**src/rtl/cmp_pkg.sv**
```systemverilog
// Shared definitions for the serial signed comparator: FSM states,
// verdict encoding and the default operand width.
package cmp_pkg;

   localparam int DEFAULT_WIDTH = 4;

   typedef enum logic [1:0] {
      IDLE  = 2'd0,
      SHIFT = 2'd1,
      HOLD  = 2'd2
   } state_t;

   // Verdict encoding. EQ is the all-zero value so an undecided word
   // naturally reads as equal once all bits have been seen.
   localparam logic [1:0] EQ = 2'd0;
   localparam logic [1:0] LT = 2'd1;
   localparam logic [1:0] GT = 2'd2;

endpackage

```
**src/rtl/serial_cmp_cell.sv**
```systemverilog
// Combinational per-beat decision step of the MSB-first signed compare.
// The sign bit has inverted weight (a 1 means negative), every other bit
// has ordinary weight; the first differing bit decides the result.
module serial_cmp_cell
   import cmp_pkg::*;
(
   input  logic       a_bit,
   input  logic       b_bit,
   input  logic       is_msb,
   input  logic       decided,
   input  logic [1:0] verdict,
   output logic       next_decided,
   output logic [1:0] next_verdict
);

   // Evaluate the decision for this beat; a decided word is frozen.
   always_comb begin
      next_decided = decided;
      next_verdict = verdict;
      if (is_msb) begin
         next_decided = a_bit ^ b_bit;
         next_verdict = EQ;
         if (a_bit & ~b_bit) begin
            next_verdict = LT;
         end else if (~a_bit & b_bit) begin
            next_verdict = GT;
         end
      end else if (!decided && (a_bit ^ b_bit)) begin
         next_decided = 1'b1;
         next_verdict = a_bit ? GT : LT;
      end
   end

endmodule

```
**src/rtl/serial_signed_comparator.sv**
```systemverilog
// Bit-serial two's-complement comparator. Operands arrive MSB first, one
// bit-pair per accepted beat; the verdict is held until the consumer takes it.
//
// Handshake: a beat is accepted on a rising edge where in_valid & in_ready;
// in_ready depends on state only. The verdict is transferred on a rising
// edge where out_valid & out_ready; flags are stable while out_valid is high.
module serial_signed_comparator
   import cmp_pkg::*;
#(
   parameter int WIDTH = DEFAULT_WIDTH
)(
   input  logic   clk,
   input  logic   reset,
   input  logic   in_valid,
   input  logic   in_first,
   input  logic   a_bit,
   input  logic   b_bit,
   output logic   in_ready,
   output logic   out_valid,
   input  logic   out_ready,
   output logic   altb,
   output logic   aeqb,
   output logic   agtb,
   output logic   err,
   output state_t dbg_state
);

   localparam int            CW   = $clog2(WIDTH + 1);
   localparam logic [CW-1:0] ONE  = CW'(1);
   localparam logic [CW-1:0] LAST = CW'(WIDTH);
   // A one-bit word is complete as soon as its sign bit is accepted.
   localparam state_t        AFTER_MSB = (LAST == ONE) ? HOLD : SHIFT;

   state_t        r_state;
   logic [CW-1:0] r_count;
   logic          r_decided;
   logic [1:0]    r_verdict;
   logic          r_err;

   state_t        w_state_nxt;
   logic [CW-1:0] w_count_nxt;
   logic [CW-1:0] w_count_inc;
   logic          w_decided_nxt;
   logic [1:0]    w_verdict_nxt;
   logic          w_err_nxt;
   logic          w_accept;
   logic          w_cell_decided;
   logic [1:0]    w_cell_verdict;
   logic          w_in_ready;

   assign w_in_ready  = (r_state != HOLD);
   assign w_accept    = in_valid & w_in_ready;
   assign w_count_inc = r_count + ONE;

   serial_cmp_cell u_cell (
      .a_bit        (a_bit),
      .b_bit        (b_bit),
      .is_msb       (in_first),
      .decided      (r_decided),
      .verdict      (r_verdict),
      .next_decided (w_cell_decided),
      .next_verdict (w_cell_verdict)
   );

   // State, bit count, decision and error pulse registers.
   always_ff @(posedge clk) begin
      if (reset) begin
         r_state   <= IDLE;
         r_count   <= '0;
         r_decided <= 1'b0;
         r_verdict <= EQ;
         r_err     <= 1'b0;
      end else begin
         r_state   <= w_state_nxt;
         r_count   <= w_count_nxt;
         r_decided <= w_decided_nxt;
         r_verdict <= w_verdict_nxt;
         r_err     <= w_err_nxt;
      end
   end

   // Next-state, counter and framing-error decode.
   always_comb begin
      w_state_nxt   = r_state;
      w_count_nxt   = r_count;
      w_decided_nxt = r_decided;
      w_verdict_nxt = r_verdict;
      w_err_nxt     = 1'b0;
      case (r_state)
         IDLE: begin
            if (w_accept) begin
               if (in_first) begin
                  w_decided_nxt = w_cell_decided;
                  w_verdict_nxt = w_cell_verdict;
                  w_count_nxt   = ONE;
                  w_state_nxt   = AFTER_MSB;
               end else begin
                  // Stray non-first beat: dropped.
                  w_err_nxt = 1'b1;
               end
            end
         end
         SHIFT: begin
            if (w_accept) begin
               w_decided_nxt = w_cell_decided;
               w_verdict_nxt = w_cell_verdict;
               if (in_first) begin
                  // Abort the partial word and restart on this sign bit.
                  w_err_nxt   = 1'b1;
                  w_count_nxt = ONE;
                  w_state_nxt = AFTER_MSB;
               end else begin
                  w_count_nxt = w_count_inc;
                  if (w_count_inc == LAST) begin
                     w_state_nxt = HOLD;
                  end
               end
            end
         end
         HOLD: begin
            if (out_ready) begin
               w_state_nxt = IDLE;
            end
         end
         default: begin
            w_state_nxt = IDLE;
         end
      endcase
   end

   assign in_ready  = w_in_ready;
   assign out_valid = (r_state == HOLD);
   assign altb      = out_valid && (r_verdict == LT);
   assign aeqb      = out_valid && (r_verdict == EQ);
   assign agtb      = out_valid && (r_verdict == GT);
   assign err       = r_err;
   assign dbg_state = r_state;

endmodule
```
**config.mk**
```make
export PLATFORM = sky130hd
export DESIGN_NAME = serial_signed_comparator
export DESIGN_NICKNAME = d
export VERILOG_FILES = /design/src/rtl/cmp_pkg.sv /design/src/rtl/serial_cmp_cell.sv /design/src/rtl/serial_signed_comparator.sv
export SDC_FILE = /design/constraint.sdc
export NUM_CORES = 1
export LEC_CHECK = 0
export ABC_CLOCK_PERIOD_IN_PS = 1200
export BUFFER_PORTS_ARGS = -buffer_cell sky130_fd_sc_hd__clkbuf_2
export CAP_MARGIN = 25
export CORE_AREA = 8 8 45 47
export CTS_BUF_LIST = sky130_fd_sc_hd__clkbuf_4
export CTS_CLUSTER_DIAMETER = 30
export DETAILED_ROUTE_END_ITERATION = 12
export DIE_AREA = 0 0 53 55
export GPL_TIMING_DRIVEN = 0
export PLACE_DENSITY_LB_ADDON = 0.05
export RECOVER_POWER = 25
export SETUP_SLACK_MARGIN = 0.02
export SLEW_MARGIN = 20
export SYNTH_ARGS = -nofsm -noshare
export SYNTH_HDL_FRONTEND = slang
export SYNTH_SLANG_ARGS = --single-unit
export TNS_END_PERCENT = 1
```
**constraint.sdc**
```tcl
create_clock -name clk -period 1.2 [get_ports clk]
set_input_delay 0.06 -clock clk [delete_from_list [all_inputs] [get_ports clk]]
set_output_delay 0.06 -clock clk [all_outputs]
set_load 0.1 [all_outputs]
```
Word level (Yosys, flattened, before mapping) --
Index checks and enable logic that the tools add are counted.
Storage, ports and cells: register bits after elaboration 9, input bits 7, output and inout port bits 8, logic and storage cells 65
Operators by class: add/sub/neg operators 1, eq/ne operators 11, multiplexer cells 32, bitwise gates (word level) 6, reduce and logical (&&, ||, !) cells 10
Operators with widths (count):
- $mux W2 | 14
- $mux W3 | 4
- $mux W1 | 9
- $ne A2 B2 Y1 const B | 4
- $pmux W2 S3 | 1
- $pmux W3 S2 | 1
- $reduce_and A5 Y1 | 1
- $eq A2 B1 Y1 const B | 2
- $eq A2 B2 Y1 const B | 2
- $logic_and A1 B1 Y1 | 4
- $logic_not A2 Y1 | 2
- $pmux W1 S2 | 2
- $pmux W2 S2 | 1
- $reduce_and A4 Y1 | 1
- $add A3 B1 Y3 const B | 1
- $and A1 B1 Y1 | 3
- $eq A3 B3 Y1 const B | 1
- $ne A3 B3 Y1 const B | 1
- $ne A2 B1 Y1 const B | 1
- $not A1 Y1 | 2
- $reduce_bool A2 Y1 | 1
- $logic_not A1 Y1 | 1
- $xor A1 B1 Y1 | 1

Logic depth before layout (Yosys ltp) --
depth after elaboration 8, depth in mapped cells 6

Cells and area by module --
Synthesis repeated with hierarchy kept, for this count alone.
Unflattened totals: cells, all modules 73, area, all modules 609.3 um^2
By module, submodules not included:
- serial_signed_comparator | times used 1, cells an instance 60, area each 521.8 um^2, sequential area each 180.2 um^2
- serial_cmp_cell | times used 1, cells an instance 13, area each 87.6 um^2, sequential area each 0.0 um^2

Worst setup path before layout --
Ideal clock, no wire load.
path type reg-to-output, from reg r_state[1] (netlist: dbg_state[1]), to out altb, data arrival time 4.461 ns, required time 1.140 ns, setup slack -3.321 ns, stages on the path, launching flop included 3, buffers on the path 0, path through dfxtp_1 nand2b_1 nor3b_1
On the way: cells in the longest elaborated chain, start to end 2
Ends and longest elaborated chain:
- from (decl) | line serial_signed_comparator.sv:34 | state_t r_state;
- from (signal assigned) | line serial_signed_comparator.sv:74 | r_state <= w_state_nxt;
- $eq A2 B2 Y1 | line serial_signed_comparator.sv:132 | assign out_valid = (r_state == HOLD);
- $logic_and A1 B1 Y1 | line serial_signed_comparator.sv:133 | assign altb = out_valid && (r_verdict == LT);
- to (decl) | line serial_signed_comparator.sv:21 | output logic altb,
Every way passes these cells.

Worst setup path after layout --
from reg r_state[0] (netlist: dbg_state[0]), to out agtb
On the way: cells in the longest elaborated chain, start to end 2
Ends and longest elaborated chain:
- $eq A2 B2 Y1 | line serial_signed_comparator.sv:132
- $logic_and A1 B1 Y1 | line serial_signed_comparator.sv:135 | assign agtb = out_valid && (r_verdict == GT);
- to (decl) | line serial_signed_comparator.sv:23 | output logic agtb,
Every way passes these cells.

==> impl_metrics.toml <==
[run_status]
outcome = "finished, violations left"
violations = "negative setup slack"

[floorplan]
die_w_um = 53
die-area_sq_um = 2920
start_util_pct = 42.1
die_y_um = 55
core-area_sq_um = 1380
io-pin-count = 15
fp-row-count = 14

[cts]
clk_pin_slew_ns = 0.07
htree_num_levels = 1
clk_latency_ns = 0.26
cts_buffers = 3
root_buffer = "clkbuf_4"
ctsHoldBuffers = 0
postCtsSetupBuffers = 0
cts_buffer_depth = 2
cts_sinks = 9
cts_tree = "yes"

[yosys]
synth_edf_count = 0
ys_ff_latch = 9
synth_cell_types = 28
yosys_warnings = 0
yosysSeqAreaShare_pct = 30.9
syn_nets = 80
synthCells = 67
async_flop_share_pct = 0
synth_area_sq_um = 583
ys_dominant_reg_cell = "dfxtp_1"
syn_avg_cell_area_sq_um = 8.70

[layout]
final_core_util_pct = 60.8
syn_to_final_growth_pct = 44.4
fin_cells = 100
insertedDiodeCount = 0
final_nets = 98
layout_common_cells = "inv_1, a21oi_1, clkbuf_2"
drive_gt1_share_pct = 35.7
fillers = 123
stdcell_area_sq_um = 842

[setup_path]
critical_path.startpoint_type = "register"
r2r_start = "dbg_state[0]$_SDFFE_PP0P_"
critPathMaxStageDelay_ns = 0.34
cp_data_required_time_ns = 1.14
cp_slowest_cell = "dfxtp_4"
reg2regPathDepth = 6
reg2reg_to = "dbg_state[0]$_SDFFE_PP0P_"
crit_fanout = 9
arrival_ns = 1.37
path_cells = "buf_6 > nand2b_4 > nor3b_4 > clkbuf_16"
crit_start = "dbg_state[0]$_SDFFE_PP0P_"
crit_type = "register to output pin"
critical_path.endpoint = "agtb"
rrSetupSlack_ns = -0.14
end_kind = "output pin"

[grt]
met1_usage_pct = 11.6
grt_max_degree = 11
grt_usage_pct = 10.7
grt_use_met3_pct = 2.94
grt.overflow.total = 0
gr-max-usage-layer = "met2"
use_met2_pct = 18.8
grt_pass1_vias = 525
grt_pass1_wl_um = 2370
antenna_found_initial = 0

[drt]
post_drt_wl_per_cell_um = 13.5
drcViolationCount = 0
wl_um = 1350
drt-pass1-iter-count = 4
vias_per_cell = 5.31
drtAntennaViolNets = 0
vias = 531
drtIter0Drc = 11

[place]
numPortBuffers = 13
dp_cells = 96
place.gp.congestion = 0.745
hpwl_um = 1000
place_area_sq_um = 721

[sta]
hold_violations = 0
fin_crit_sh_pct = 119
final.setup.worst_slack_ns = -0.231
maxSlewViolCount = 0
max_slew_margin_pct = 64.0
rsz0062_at_grt = "yes"
max_slew.worst_pin.slew_ns = 0.542
finalCriticalPeriod_ns = 1.43
fin_worst_skew_ns = 0.00812
setup_violations = 6
fmax_ghz = 0.699

[min_path]
hold_depth = 3
min_path_type = "input pin to register"

[power_and_ir_drop]
combPwrFrac_pct = 25.5
pwr-share-clk_pct = 32.7
leakage_nw = 0.364
sw_frac_of_total_pct = 32.6
power_uw = 798
ir_drop_mv = 0.439
cell_internal_pwr_uw = 538
powerDensity_nw_per_um2 = 948
p_sw_uw = 260
pwr-share-seq_pct = 41.7

[job]
drv_cap = 0
synthesized netlist by cell type, drive strengths merged (2+ instances only):
cell	number	area, sq um
a21oi	8	43.8
dfxtp	9	180
ha	6	75.1
inv	7	26.3
nand2b	5	38.8
nand3b	2	15.0
nor2b	3	18.8
nor3	2	10.0
nor3b	3	22.5
o21ai	5	25.0
or3	2	12.5
layer usage:
layer / vias up / routed length, um
li1: 274 / -
met3: 2 / 85
met1: 243 / 586
met5: - / 0
met4: 0 / 10
met2: 12 / 668
worst max-delay path: cells and delay by family, from the launching register on:
kind	cells	cell delay [ns]
buf+inv	2	0.36
flops	1	0.34
simple gates	2	0.41
logic make-up after synthesis:
logic type | synth area share (%)
adder cells (fa/ha/maj) | 12.9
buffers and inverters | 6.44
multiplexers | 1.72
flip-flops | 30.9
XOR/XNOR | 1.50
AO/OA/AOI/OAI | 19.1
AND/OR/NAND/NOR | 27.5
what timing repair did:
| item | CTS | global route |
|---|---|---|
| cloned | 0 | 0 |
| pin swaps | 1 | 0 |
| endpoints found under the setup margin | 9 | 8 |
| resized for setup | 17 | 0 |
sequential cells by signal, summed over array words and instances (netlist names):
name       count
dbg_state      2
r_verdict      2
r_count        3
err            1
r_decided      1
power by group through the flow:
stage	clock, mW	sequential, mW	combinational (mW)
5_1_grt	0.303	0.337	0.220
4_1_cts	0.273	0.333	0.205
2_1_floorplan	0	0.384	0.107
3_3_place_gp	0	0.338	0.196
6_report	0.261	0.333	0.204
3_5_place_dp	0	0.339	0.197
final cells by class:
type | count | area, sq um | area share, %
repair buffers | 13 | 150 | 17.8
well taps | 16 | 20.0 | 2.38
flip-flops and latches | 9 | 189 | 22.4
multi-input cells | 49 | 412 | 48.9
plain buffers | 2 | 15.0 | 1.78
clock buffers | 4 | 30.0 | 3.57
inverters | 7 | 26.3 | 3.12
worst min path at each step:
stage	slack [ns]	from	end
final	0.12	a_bit	r_verdict[1]$_SDFFE_PP0P_
after CTS	0.12	a_bit	r_verdict[1]$_SDFFE_PP0P_
after global placement	0.38	a_bit	r_verdict[1]$_SDFFE_PP0P_
after detailed placement	0.40	a_bit	r_verdict[1]$_SDFFE_PP0P_
after floorplan	0.24	a_bit	r_verdict[1]$_SDFFE_PP0P_
after global routing	0.13	a_bit	r_verdict[1]$_SDFFE_PP0P_
stage by stage:
step	setup TNS, ns	setup WS (ns)	hold slack, ns
after floorplan	-3.45	-0.709	0.238
after global placement	-0.592	-0.193	0.385
after CTS	-0.964	-0.224	0.119
after global routing	-1.54	-0.311	0.126
final	-0.936	-0.231	0.124
after detailed placement	-0.610	-0.179	0.402
(Power assumes the default switching activity.)
